[src/rtl/instruction_fetch_pkg.sv]
// Shared definitions for the instruction fetch unit: FSM state encoding and
// default bus widths.
package instruction_fetch_pkg;

  typedef enum logic [1:0] {
    ST_IDLE = 2'd0,
    ST_WAIT = 2'd1,
    ST_FULL = 2'd2,
    ST_HALT = 2'd3
  } fetch_state_e;

  localparam int ADDR_W_DEF      = 16;
  localparam int DATA_W_DEF      = 16;
  localparam int ACK_TIMEOUT_DEF = 15;

endpackage

[src/rtl/instruction_fetch_timeout_counter.sv]
// Saturating wait-cycle counter for an outstanding memory read; flags
// expiry once the count reaches LIMIT.
module fetch_timeout_counter #(
  parameter int LIMIT = 15
) (
  input  logic clk,
  input  logic rst_n,
  input  logic clear,
  input  logic enable,
  output logic expired
);

  localparam int CNT_W = (LIMIT > 0) ? $clog2(LIMIT + 1) : 1;
  localparam logic [CNT_W-1:0] LIMIT_V = CNT_W'(LIMIT);

  logic [CNT_W-1:0] count_q, count_d;

  // Saturates at LIMIT so a long stall cannot wrap back below the threshold
  always_comb begin
    count_d = count_q;
    if (clear) begin
      count_d = '0;
    end else if (enable && (count_q != LIMIT_V)) begin
      count_d = count_q + CNT_W'(1);
    end
  end

  always_ff @(posedge clk or negedge rst_n) begin
    if (!rst_n) begin
      count_q <= '0;
    end else begin
      count_q <= count_d;
    end
  end

  assign expired = (count_q == LIMIT_V);

endmodule

[src/rtl/instruction_fetch.sv]
// Instruction fetch unit: samples the PC, issues a memory read, latches the
// returned word into IR and hands it to the decoder with valid/ready.
module instruction_fetch
  import instruction_fetch_pkg::*;
#(
  parameter int ADDR_W      = ADDR_W_DEF,
  parameter int DATA_W      = DATA_W_DEF,
  parameter int ACK_TIMEOUT = ACK_TIMEOUT_DEF
) (
  input  logic              CLK,
  input  logic              RST,
  input  logic [ADDR_W-1:0] PC_Q,
  output logic              PC_EN,
  output logic              PC_INC,
  output logic [ADDR_W-1:0] MEM_ADDR,
  output logic              MEM_REQ,
  input  logic              MEM_ACK,
  input  logic [DATA_W-1:0] MEM_RDATA,
  input  logic              STALL,
  input  logic              FLUSH,
  output logic [DATA_W-1:0] IR,
  output logic              IR_VALID,
  input  logic              IR_READY,
  output logic              FAULT
);

  fetch_state_e      state_q, state_d;
  logic [ADDR_W-1:0] mem_addr_q, mem_addr_d;
  logic [DATA_W-1:0] ir_q, ir_d;
  logic              mem_req_q, mem_req_d;
  logic              ir_valid_q, ir_valid_d;
  logic              pc_inc_q, pc_inc_d;
  logic              fault_q, fault_d;
  logic              drop_q, drop_d;
  logic              pc_en;
  logic              expired;

  assign pc_en = (state_q == ST_IDLE) && !STALL && !FLUSH && !fault_q;

  fetch_timeout_counter #(
    .LIMIT(ACK_TIMEOUT)
  ) u_timeout (
    .clk    (CLK),
    .rst_n  (RST),
    .clear  (state_q != ST_WAIT),
    .enable ((state_q == ST_WAIT) && !MEM_ACK),
    .expired(expired)
  );

  // A flushed fetch still completes on the bus; only its data is thrown away
  always_comb begin
    state_d    = state_q;
    mem_addr_d = mem_addr_q;
    mem_req_d  = mem_req_q;
    ir_d       = ir_q;
    ir_valid_d = ir_valid_q;
    pc_inc_d   = 1'b0;
    fault_d    = fault_q;
    drop_d     = drop_q;
    case (state_q)
      ST_IDLE: begin
        if (FLUSH) ir_valid_d = 1'b0;
        if (pc_en) begin
          mem_addr_d = PC_Q;
          mem_req_d  = 1'b1;
          state_d    = ST_WAIT;
        end
      end
      ST_WAIT: begin
        if (MEM_ACK) begin
          mem_req_d = 1'b0;
          if (drop_q || FLUSH) begin
            drop_d  = 1'b0;
            state_d = ST_IDLE;
          end else begin
            ir_d       = MEM_RDATA;
            ir_valid_d = 1'b1;
            pc_inc_d   = 1'b1;
            state_d    = ST_FULL;
          end
        end else if (expired) begin
          mem_req_d = 1'b0;
          fault_d   = 1'b1;
          state_d   = ST_HALT;
        end else if (FLUSH) begin
          drop_d = 1'b1;
        end
      end
      ST_FULL: begin
        if (FLUSH || IR_READY) begin
          ir_valid_d = 1'b0;
          state_d    = ST_IDLE;
        end
      end
      ST_HALT: begin
        mem_req_d = 1'b0;
      end
      default: begin
        state_d = ST_IDLE;
      end
    endcase
  end

  always_ff @(posedge CLK or negedge RST) begin
    if (!RST) begin
      state_q    <= ST_IDLE;
      mem_addr_q <= '0;
      mem_req_q  <= 1'b0;
      ir_q       <= '0;
      ir_valid_q <= 1'b0;
      pc_inc_q   <= 1'b0;
      fault_q    <= 1'b0;
      drop_q     <= 1'b0;
    end else begin
      state_q    <= state_d;
      mem_addr_q <= mem_addr_d;
      mem_req_q  <= mem_req_d;
      ir_q       <= ir_d;
      ir_valid_q <= ir_valid_d;
      pc_inc_q   <= pc_inc_d;
      fault_q    <= fault_d;
      drop_q     <= drop_d;
    end
  end

  assign PC_EN    = pc_en;
  assign PC_INC   = pc_inc_q;
  assign MEM_ADDR = mem_addr_q;
  assign MEM_REQ  = mem_req_q;
  assign IR       = ir_q;
  assign IR_VALID = ir_valid_q;
  assign FAULT    = fault_q;

endmodule
[config.mk]
export PLATFORM = sky130hd
export DESIGN_NAME = instruction_fetch
export DESIGN_NICKNAME = d
export VERILOG_FILES = /design/src/rtl/instruction_fetch_pkg.sv /design/src/rtl/instruction_fetch_timeout_counter.sv /design/src/rtl/instruction_fetch.sv
export SDC_FILE = /design/constraint.sdc
export NUM_CORES = 1
export LEC_CHECK = 0
export CAP_MARGIN = 15
export CORE_ASPECT_RATIO = 0.9
export CORE_MARGIN = 2
export CORE_UTILIZATION = 40
export CTS_CLUSTER_DIAMETER = 80
export DETAILED_ROUTE_END_ITERATION = 12
export PLACE_DENSITY = 0.75
export SETUP_SLACK_MARGIN = 0.15
export SLEW_MARGIN = 20
export SYNTH_ARGS = -nofsm -noshare
export SYNTH_HDL_FRONTEND = slang
export SYNTH_HIERARCHICAL = 1
export SYNTH_SLANG_ARGS = --single-unit
export TNS_END_PERCENT = 100
[constraint.sdc]
create_clock -name CLK -period 5.9 [get_ports CLK]
set_input_delay 1.18 -clock CLK [delete_from_list [all_inputs] [get_ports CLK]]
set_output_delay 1.18 -clock CLK [all_outputs]
set_load 0.02 [all_outputs]
# Yosys cells after proc, flatten, opt, wreduce, memory -nomap -nowiden
# Cells that the tools add are included.
# word_totals
wordCells	73
out_inout_bits	37
reg_bits	43
in_bits	38
# classes
n_reduce_logical	23
mux	24
n_eq_ne	14
bitwise	2
add_sub_neg	1
# ops
cell	count
$mux W1	14
$ne A2 B2 Y1 const B	6
$mux W2	5
$reduce_and A3 Y1	3
$mux W4	2
$reduce_and A4 Y1	2
$pmux W1 S3	2
$pmux W2 S3	1
$reduce_bool A3 Y1	2
$logic_and A1 B1 Y1	5
$reduce_and A5 Y1	1
$add A4 B1 Y4 const B	1
$eq A2 B2 Y1 const B	2
$eq A4 B4 Y1 const B	1
$logic_not A1 Y1	4
$ne A2 B1 Y1 const B	2
$ne A4 B4 Y1 const B	1
$reduce_bool A2 Y1	2
$ne A3 B3 Y1 const B	1
$eq A2 B1 Y1 const B	1
$logic_not A2 Y1	1
$logic_or A1 B1 Y1	2
$not A1 Y1	2
$reduce_and A2 Y1	1

# Longest topological paths before layout
# Gate-level depths: netlist (run 1).
# logic_depth
depth_word	6
ltp_mapped	8
depth_no_buf	7

# By module
# Netlist (run 1), hierarchy kept.
# modules_own_cells
module	seq_area_each_um2	instances	cells_per_inst	area_per_inst_um2
instruction_fetch	975.9	1	111	1634.1
fetch_timeout_counter	100.1	1	20	229.0

# Least setup slack after synthesis (run 1)
# Ideal clock, no wire load.
# synth_timing
path_type	input -> output
from	in FLUSH
to	out PC_EN
stages	3
slack_ns	2.586
path_buffers	2
t_arrival_ns	2.134
path_cell_list	buf_6 > nor4b_4 > buf_2
# synth_via
elab_chain_cells	3
# synth_lines
element	line_no	source
from (decl)	instruction_fetch.sv:20	input logic FLUSH,
$logic_not A1 Y1	instruction_fetch.sv:38	assign pc_en = (state_q == ST_IDLE) && !STALL && !FLUSH && !fault_q;
$logic_and A1 B1 Y1 (2 in a row)	instruction_fetch.sv:38	
to (decl)	instruction_fetch.sv:13	output logic PC_EN,
# No other way between the ends.

# Final worst setup path (run 1)
# Same ends and word-level chain as after synthesis.

==> out/qor.txt, run 1 <==
critical path required time = 4720 ps
clock-pin slew of the registers on the worst-case setup and hold paths = 80 ps
Die W = 75.9 um
Cell Rows = 23
Final period util = 71.5%
status = complete, no violations
ys async rst share = 100%
syn nets = 176
setup violators final = 0
final hold vios = 0
DP Area = 2660 um^2
Setup Buffers After CTS = 0
Worst setup EP type = output port
drt first pass iters = 4
WS Path Type = input pin to output port
Slew Viols, Final = 0
Detail Route Antenna Nets = 0
FF+latch count, synth = 43
global-route wire length before repair = 6730 um
Wirelength per Cell = 14.9 um
Largest stage delay, worst path = 650 ps
total of cells resized after clock tree synthesis = 0
CTS H-tree lvls = 2
hold buffers post-CTS = 0
Root Driver = clkbuf_8
Crit path top cell by count = clkdlybuf4s50_1
Seq/Total Area, Yosys = 57.8%
CTS tree = yes
GPL Wtd Cong = 0.863
RSZ-0062 raised after global routing = no
gr ovfl total = 0
Syn Std Cell Area = 1860 um^2
DP Worst Slack = 1670 ps
Clock Skew = 7.49 ps
share of layout cells above drive strength 1 = 23.8%
Tot Pwr = 511 uW
Longest Clk Path Bufs = 2
Cells after Synth = 131
vias in the first global route = 1,413
Buffers & Inverters on Critical Path = 3
Worst Hold Launch = IR_VALID
area delta synth->final = 47.7%
vias per cell = 4.88
DIE AREA = 5220 um^2
Slew @ Worst Pin = 949 ps
GRT Util Overall = 16.5%
most common cell after layout, fill and taps aside = clkdlybuf4s50_1
Die Ht = 68.7 um
Top FF cell, synth = dfrtp_1
number of remaining DRC errors = 0
MaxCap Viol Count = 0
fin crit period = 4220 ps
Power Density = 186 nW/um^2
CP startpoint = FLUSH
Hold Path Class = register to register
Finished Cell Area = 2750 um^2
Worst-Skew Late Latency = 290 ps
total CTS buffers = 5
I/O pin cnt = 75
Unique masters post-synth = 32
crit path cell chain = clkdlybuf4s50_1 -> nor4b_4 -> buf_4 -> clkdlybuf4s50_1
Worst setup SP type = input pin
commonest non-fill, non-tap cells in the layout = clkdlybuf4s50_1 (73), dfrtp_1 (43), mux2_2 (32), ha_1 (7), inv_1 (6)
WL final = 4060 um
final hold slack = 501 ps
Post-synth EDFFs = 0
Initial Util = 41.8%
final-stage net count = 254
setup TNS = 0 ps
IO Port Bufs = 74
cell class contributing the biggest share of worst-path delay = buffers and inverters
Arr. time, crit path = 3040 ps
fin worst setup slack = 1680 ps
Slew headroom = 36.8%
core area = 4460 um^2
synthesized area per cell = 14.2 um^2
Static Leakage = 0.00124 uW
number of filler cells placed in the layout = 351
largest net degree at the start of global routing = 44
CTS sink count = 43
via count = 1,328
largest fanout on the critical path = 18
antenna violations before repair = 0
Peak Freq = 237 MHz
Slowest cell on crit path = clkdlybuf4s50_1
number of diodes = 0
1st-iter DRT viols = 32
Peak VDD IR = 0.128 mV
DP Wirelength = 3050 um
YS warnings = 6
Worst R2R Start = state_q[1]
## worst paths after layout
check | cells after the start | slack [ps] | endpoint
setup / recovery | 4 | 1680 | PC_EN
hold / removal | 1 | 500 | IR_VALID
setup reg to reg | 5 | 3700 | IR[3]
hold reg to reg | 1 | 500 | IR_VALID
max in group asynchronous | 1 | 4280 | MEM_ADDR[0]
min in group asynchronous | 1 | 1030 | drop_q
## kinds of logic (layout without fill, tap and decap cells)
family | after synthesis | count (layout) | synth area share, %
AO/OA/AOI/OAI | 12 | 12 | 4.03
adder cells (fa/ha/maj) | 7 | 7 | 4.70
buffers and inverters | 10 | 89 | 2.69
flip-flops | 43 | 43 | 57.8
multiplexers | 36 | 36 | 21.8
AND/OR/NAND/NOR | 23 | 23 | 9.07
## report_power, final
group | internal (uW) | switching [uW] | leakage (uW)
clock network | 82.4 | 102 | 0.0000402
logic | 21.7 | 10.7 | 0.000606
registers | 295 | 0.0784 | 0.000590
total | 399 | 113 | 0.00124
## sequential cells by signal, indices dropped and copies added (netlist names)
| register | count |
|---|---|
| IR_VALID | 1 |
| MEM_REQ | 1 |
| drop_q | 1 |
| MEM_ADDR | 16 |
| state_q | 2 |
| IR | 16 |
| PC_INC | 1 |
| u_timeout/count_q | 4 |
| FAULT | 1 |
## synth_stat cells, types with 2 or more instances
cell type / number / share of area, %
o21ai_0: 3 / 0.81
mux2_2: 32 / 19
nor2_1: 4 / 0.81
nor3_1: 3 / 0.81
ha_1: 7 / 4.7
nand2_1: 2 / 0.40
inv_1: 6 / 1.2
mux2i_1: 3 / 1.6
nand2b_1: 3 / 1.0
a21oi_1: 4 / 1.1
dfrtp_1: 43 / 58
## metrics by stage
stage / cells / util [%]
after global placement: 264 / 59.6
final: 272 / 61.7
after global routing: 272 / 61.7
after floorplan: 131 / -
after detailed placement: 264 / 59.7
after CTS: 272 / 61.7
## metal layers
layer / track usage (%) / wire, um / vias up
met4: 4.77 / 37 / 0
met1: 19.1 / 1590 / 659
li1: - / - / 617
met5: 0 / 0 / -
met2: 29.2 / 2070 / 47
met3: 6.25 / 368 / 5
## cell type report
class / instances / area (um^2) / area share [%]
clock inverter: 3 / 20.0 / 0.728
inverter: 6 / 22.5 / 0.819
timing repair buffer: 75 / 743 / 27.0
multi-input combinational: 78 / 743 / 27.0
tap: 62 / 77.6 / 2.82
sequential: 43 / 1080 / 39.1
clock buffer: 5 / 68.8 / 2.50
Power figures use the tool's default switching activity.
==> inputs of run 2 (changes only) <==
- CORE_UTILIZATION: 40 -> 39
- PLACE_DENSITY: 0.75 -> 0.76
- clock period: 5.9 -> 3.73 ns (I/O delays scaled with it)
==> run 2 against run 1 <==
Power up 73%. Final cell count increased by 0.37%. Routed wire length increased by 1.6%. Sequential power is 58% higher. Die area grew 2.4%. Largest power group unchanged. Highest routed layer unchanged.
==> out/qor.txt, run 2 (same netlist as run 1, synthesis figures left out) <==
status = complete, no violations
DIE AREA = 5350 um^2 (+2.4%)
I/O pin cnt = 75 (unchanged)
crit path cell chain = clkdlybuf4s50_1 -> nor4b_4 -> clkdlybuf4s50_1
number of remaining DRC errors = 0 (unchanged)
WL final = 4120 um (+1.6%)
most common cell after layout, fill and taps aside = clkdlybuf4s50_1
Cell Rows = 23 (unchanged)
Worst setup EP type = output port
Detail Route Antenna Nets = 0 (unchanged)
vias in the first global route = 1,490 (+5.4%)
antenna violations before repair = 0 (unchanged)
setup TNS = 0 ps (unchanged)
critical path required time = 2980 ps (-1740 ps)
GPL Wtd Cong = 0.927 (+7.5%)
final-stage net count = 255 (+0.39%)
via count = 1,317 (-0.83%)
gr ovfl total = 0 (unchanged)
hold buffers post-CTS = 0 (unchanged)
Clock Skew = 2.57 ps (-4.93 ps)
Peak Freq = 322 MHz
Worst Hold Launch = IR_VALID
DP Worst Slack = 632 ps (-1040 ps)
CTS H-tree lvls = 2 (unchanged)
commonest non-fill, non-tap cells in the layout = clkdlybuf4s50_1 (73), dfrtp_1 (43), mux2_2 (32), ha_1 (7)
Initial Util = 41.2% (-0.53 points)
Tot Pwr = 886 uW (+73%)
IO Port Bufs = 74 (unchanged)
Hold Path Class = register to register
GRT Util Overall = 17.0% (+0.56 points)
Crit path top cell by count = clkdlybuf4s50_1
Power Density = 319 nW/um^2 (+71%)
WS Path Type = input pin to output port
vias per cell = 4.82 (-1.2%)
final hold vios = 0 (unchanged)
global-route wire length before repair = 7160 um (+6.5%)
Worst R2R Start = state_q[0]
Setup Buffers After CTS = 0 (unchanged)
final hold slack = 509 ps (+7.75 ps)
Final period util = 83.2%
Die W = 76.9 um (+1.2%)
DP Wirelength = 3130 um (+2.6%)
Worst setup SP type = input pin
WHS Path Cells = 1 (unchanged)
Worst-Skew Late Latency = 290 ps (about the same)
setup violators final = 0 (unchanged)
share of layout cells above drive strength 1 = 24.2% (+0.36 points)
fin crit period = 3100 ps
CTS sink count = 43 (unchanged)
Arr. time, crit path = 2360 ps (-680 ps)
Static Leakage = 0.00127 uW (+2.4%)
Slew Viols, Final = 0 (unchanged)
clock-pin slew of the registers on the worst-case setup and hold paths = 80 ps (about the same)
CTS tree = yes
fin worst setup slack = 625 ps (-1060 ps)
RSZ-0062 raised after global routing = no
Slew @ Worst Pin = 939 ps (-9.58 ps)
Hold Crit Endpoint = IR_VALID
Slew headroom = 37.4% (+0.64 points)
Largest stage delay, worst path = 680 ps (+30 ps)
r2r setup slk = 1640 ps (-2060 ps)
drt first pass iters = 4 (unchanged)
number of diodes = 0 (unchanged)
total of cells resized after clock tree synthesis = 0 (unchanged)
Die Ht = 69.6 um (+1.2%)
MaxCap Viol Count = 0 (unchanged)
largest net degree at the start of global routing = 44 (unchanged)
total CTS buffers = 5 (unchanged)
R2R Path End = state_q[0]
Peak VDD IR = 0.272 mV (+110%)
area delta synth->final = 49.3%
Slowest cell on crit path = clkdlybuf4s50_1
core area = 4520 um^2 (+1.3%)
largest fanout on the critical path = 7 (-11)
Longest Clk Path Bufs = 2 (unchanged)
Wirelength per Cell = 15.1 um (+1.2%)
r2r worst-path depth = 7 (+2)
Root Driver = clkbuf_8
CP startpoint = FLUSH
1st-iter DRT viols = 38 (+19%)
-- run 2: changes by cell type in the layout (fill, tap and decap cells not counted), sizes merged --
cell / change
clkinvlp: -2
buf: +1
bufinv: +1
clkbuf: +1
-- run 2: layout make-up --
class,instances,area (um^2)
fillers,373,1740
clock buffers,6,82.6
clock inverters,2,35.0
well taps,62,77.6
inverters,6,22.5
multi-input cells,78,737
repair buffers,76,751
flip-flops and latches,43,1080
-- run 2: metal layers --
layer,global-route usage (%),vias up,part of all wire (%)
li1,-,619,-
met1,20.1,640,41
met2,28.1,53,49
met3,7.29,5,9.6
met4,5.45,0,1.1
met5,0,-,0
-- run 2: worst max path at each step --
| stage | endpoint | slack, ps | cells past startpoint |
|---|---|---|---|
| finish | PC_EN | 630 | 3 |
| detailed placement | PC_EN | 630 | 3 |
| global placement | PC_EN | 640 | 3 |
| CTS | PC_EN | 620 | 3 |
| global route | PC_EN | 570 | 3 |
| floorplan | PC_EN | 1280 | 3 |
-- run 2: critical path: cells and delay by family --
kind / cells / cell delay [ps]
buf+inv: 2 / 1250
simple gates: 1 / 370
-- run 2: per-stage QoR --
step | instances | instance area, um^2 | utilization, %
after global placement | 265 | 2660 | 59.0
after floorplan | 131 | 1860 | -
after global routing | 273 | 2780 | 61.6
final | 273 | 2780 | 61.6
after CTS | 273 | 2780 | 61.6
after detailed placement | 265 | 2660 | 59.0
-- run 2: power by group --
part	total (uW)	switching, uW	internal [uW]
logic	51.0	16.7	34.4
clock network	369	152	217
registers	466	0.142	466
==> inputs of run 3 (changes only) <==
- clock period: 3.73 -> 2.6 ns (I/O delays scaled with it)
==> run 3 against run 2 <==
Critical path depth unchanged. Core utilization up 0.47 points. Combinational power up 46%. First-iteration DRC count decreased by 5.3%. Sequential power increased by 44%. Critical path type unchanged. Critical endpoint unchanged. Largest cell class unchanged.
==> out/qor.txt, run 3 (same netlist as run 1, synthesis figures left out) <==
largest net degree at the start of global routing = 44 (unchanged)
Slowest cell on crit path = clkdlybuf4s50_1
drt first pass iters = 4 (unchanged)
status = complete, no violations
CTS tree = yes
critical path required time = 2080 ps (-900 ps)
Tot Pwr = 1340 uW (+51%)
hold buffers post-CTS = 0 (unchanged)
Largest stage delay, worst path = 480 ps (-200 ps)
Final period util = 86.3%
Arr. time, crit path = 1720 ps (-640 ps)
setup TNS = 0 ps (unchanged)
Root Driver = clkbuf_8
Worst setup EP type = output port
Die W = 76.9 um (unchanged)
Die Ht = 69.6 um (unchanged)
vias in the first global route = 1,498 (+0.54%)
fin crit period = 2240 ps
I/O pin cnt = 75 (unchanged)
IO Port Bufs = 74 (unchanged)
Slew Viols, Final = 0 (unchanged)
Slew headroom = 36.6% (-0.77 points)
final-stage net count = 256 (+0.39%)
Peak VDD IR = 0.391 mV (+44%)
vias per cell = 4.85 (+0.62%)
largest fanout on the critical path = 2 (-5)
MaxCap Viol Count = 0 (unchanged)
r2r worst-path depth = 7 (unchanged)
area delta synth->final = 50.4%
setup violators final = 0 (unchanged)
CTS H-tree lvls = 2 (unchanged)
via count = 1,330 (+0.99%)
antenna violations before repair = 0 (unchanged)
WL final = 4210 um (+2.0%)
most common cell after layout, fill and taps aside = clkdlybuf4s50_1
Static Leakage = 0.00128 uW (+1.1%)
area of the multi-input gates = 737 um^2 (unchanged)
1st-iter DRT viols = 36 (-5.3%)
DIE AREA = 5350 um^2 (unchanged)
commonest non-fill, non-tap cells in the layout = clkdlybuf4s50_1 (72), dfrtp_1 (43), mux2_2 (32), ha_1 (7), inv_1 (6)
DP Wirelength = 3280 um (+4.8%)
Detail Route Antenna Nets = 0 (unchanged)
GPL Wtd Cong = 0.871 (-6.1%)
share of layout cells above drive strength 1 = 24.1% (-0.11 points)
number of diodes = 0 (unchanged)
gr ovfl total = 0 (unchanged)
number of filler cells placed in the layout = 366 (-1.9%)
fin worst setup slack = 356 ps (-269 ps)
WS Path Type = input pin to output port
Cell Rows = 23 (unchanged)
DP Worst Slack = 54.8 ps (-577 ps)
CTS sink count = 43 (unchanged)
r2r setup slk = 500 ps (-1140 ps)
Buffers & Inverters on Critical Path = 2 (unchanged)
cell class contributing the biggest share of worst-path delay = buffers and inverters
Wirelength per Cell = 15.3 um (+1.6%)
Slew @ Worst Pin = 951 ps (+11.6 ps)
core area = 4520 um^2 (unchanged)
R2R Path End = state_q[0]
RSZ-0062 raised after global routing = no
Clock Skew = 3.77 ps (+1.20 ps)
Initial Util = 41.2% (unchanged)
global-route wire length before repair = 7000 um (-2.2%)
number of remaining DRC errors = 0 (unchanged)
Setup Buffers After CTS = 0 (unchanged)
Worst R2R Start = state_q[0]
Power Density = 477 nW/um^2 (+50%)
GRT Util Overall = 16.8% (-0.26 points)
Longest Clk Path Bufs = 2 (unchanged)
clock-pin slew of the registers on the worst-case setup and hold paths = 70 ps (about the same)
Reg area = 1080 um^2 (unchanged)
Worst-Skew Late Latency = 290 ps (about the same)
Peak Freq = 446 MHz
crit path cell chain = clkdlybuf4s50_1 -> nor4b_4 -> dlygate4sd2_1
total CTS buffers = 5 (unchanged)
Hold Path Class = input pin to async pin
Worst setup SP type = input pin
final hold vios = 0 (unchanged)
run 3: repair_timing:
item | 4_1_cts | 5_1_grt
gates resized for setup | 1 | 0
setup endpoints to repair | 1 | 0
hold endpoints to repair | 0 | 0
run 3: worst max-delay path by stage:
| stage | startpoint | endpoint | slack [ps] | cells past startpoint |
|---|---|---|---|---|
| 3_3_place_gp | FLUSH | PC_EN | 50 | 3 |
| 5_1_grt | state_q[0] | PC_EN | 280 | 4 |
| 3_5_place_dp | FLUSH | PC_EN | 50 | 3 |
| 4_1_cts | FLUSH | PC_EN | 330 | 3 |
| 2_1_floorplan | state_q[1] | IR[10] | 590 | 7 |
| 6_report | FLUSH | PC_EN | 360 | 3 |
run 3: power breakdown:
part,internal (uW),switching [uW],total [uW]
Clock,384,211,595
Sequential,669,0.178,669
Combinational,50.3,24.3,74.5
run 3: metal layers:
layer / GRT usage [%] / up-vias / wire (um)
met3: 6.51 / 8 / 317
met5: 0 / - / 0
met2: 28.6 / 56 / 2180
met1: 19.6 / 644 / 1650
li1: - / 622 / -
met4: 4.85 / 0 / 55
run 3: area by class of cell:
class,count,share of cell area [%]
inverters,6,0.804
repair buffers,77,27.0
well taps,62,2.77
clock buffers,6,2.59
multi-input cells,78,26.3
flip-flops and latches,43,38.4
clock inverters,2,2.14
run 3: through the flow:
stage,hold WS [ps],utilization [%],std cells,cell area [um^2]
after detailed placement,487,59.1,266,2670
final,377,62.0,274,2800
after global routing,448,62.0,274,2800
after floorplan,224,-,131,1860
after CTS,406,62.0,274,2800
after global placement,484,59.1,266,2670
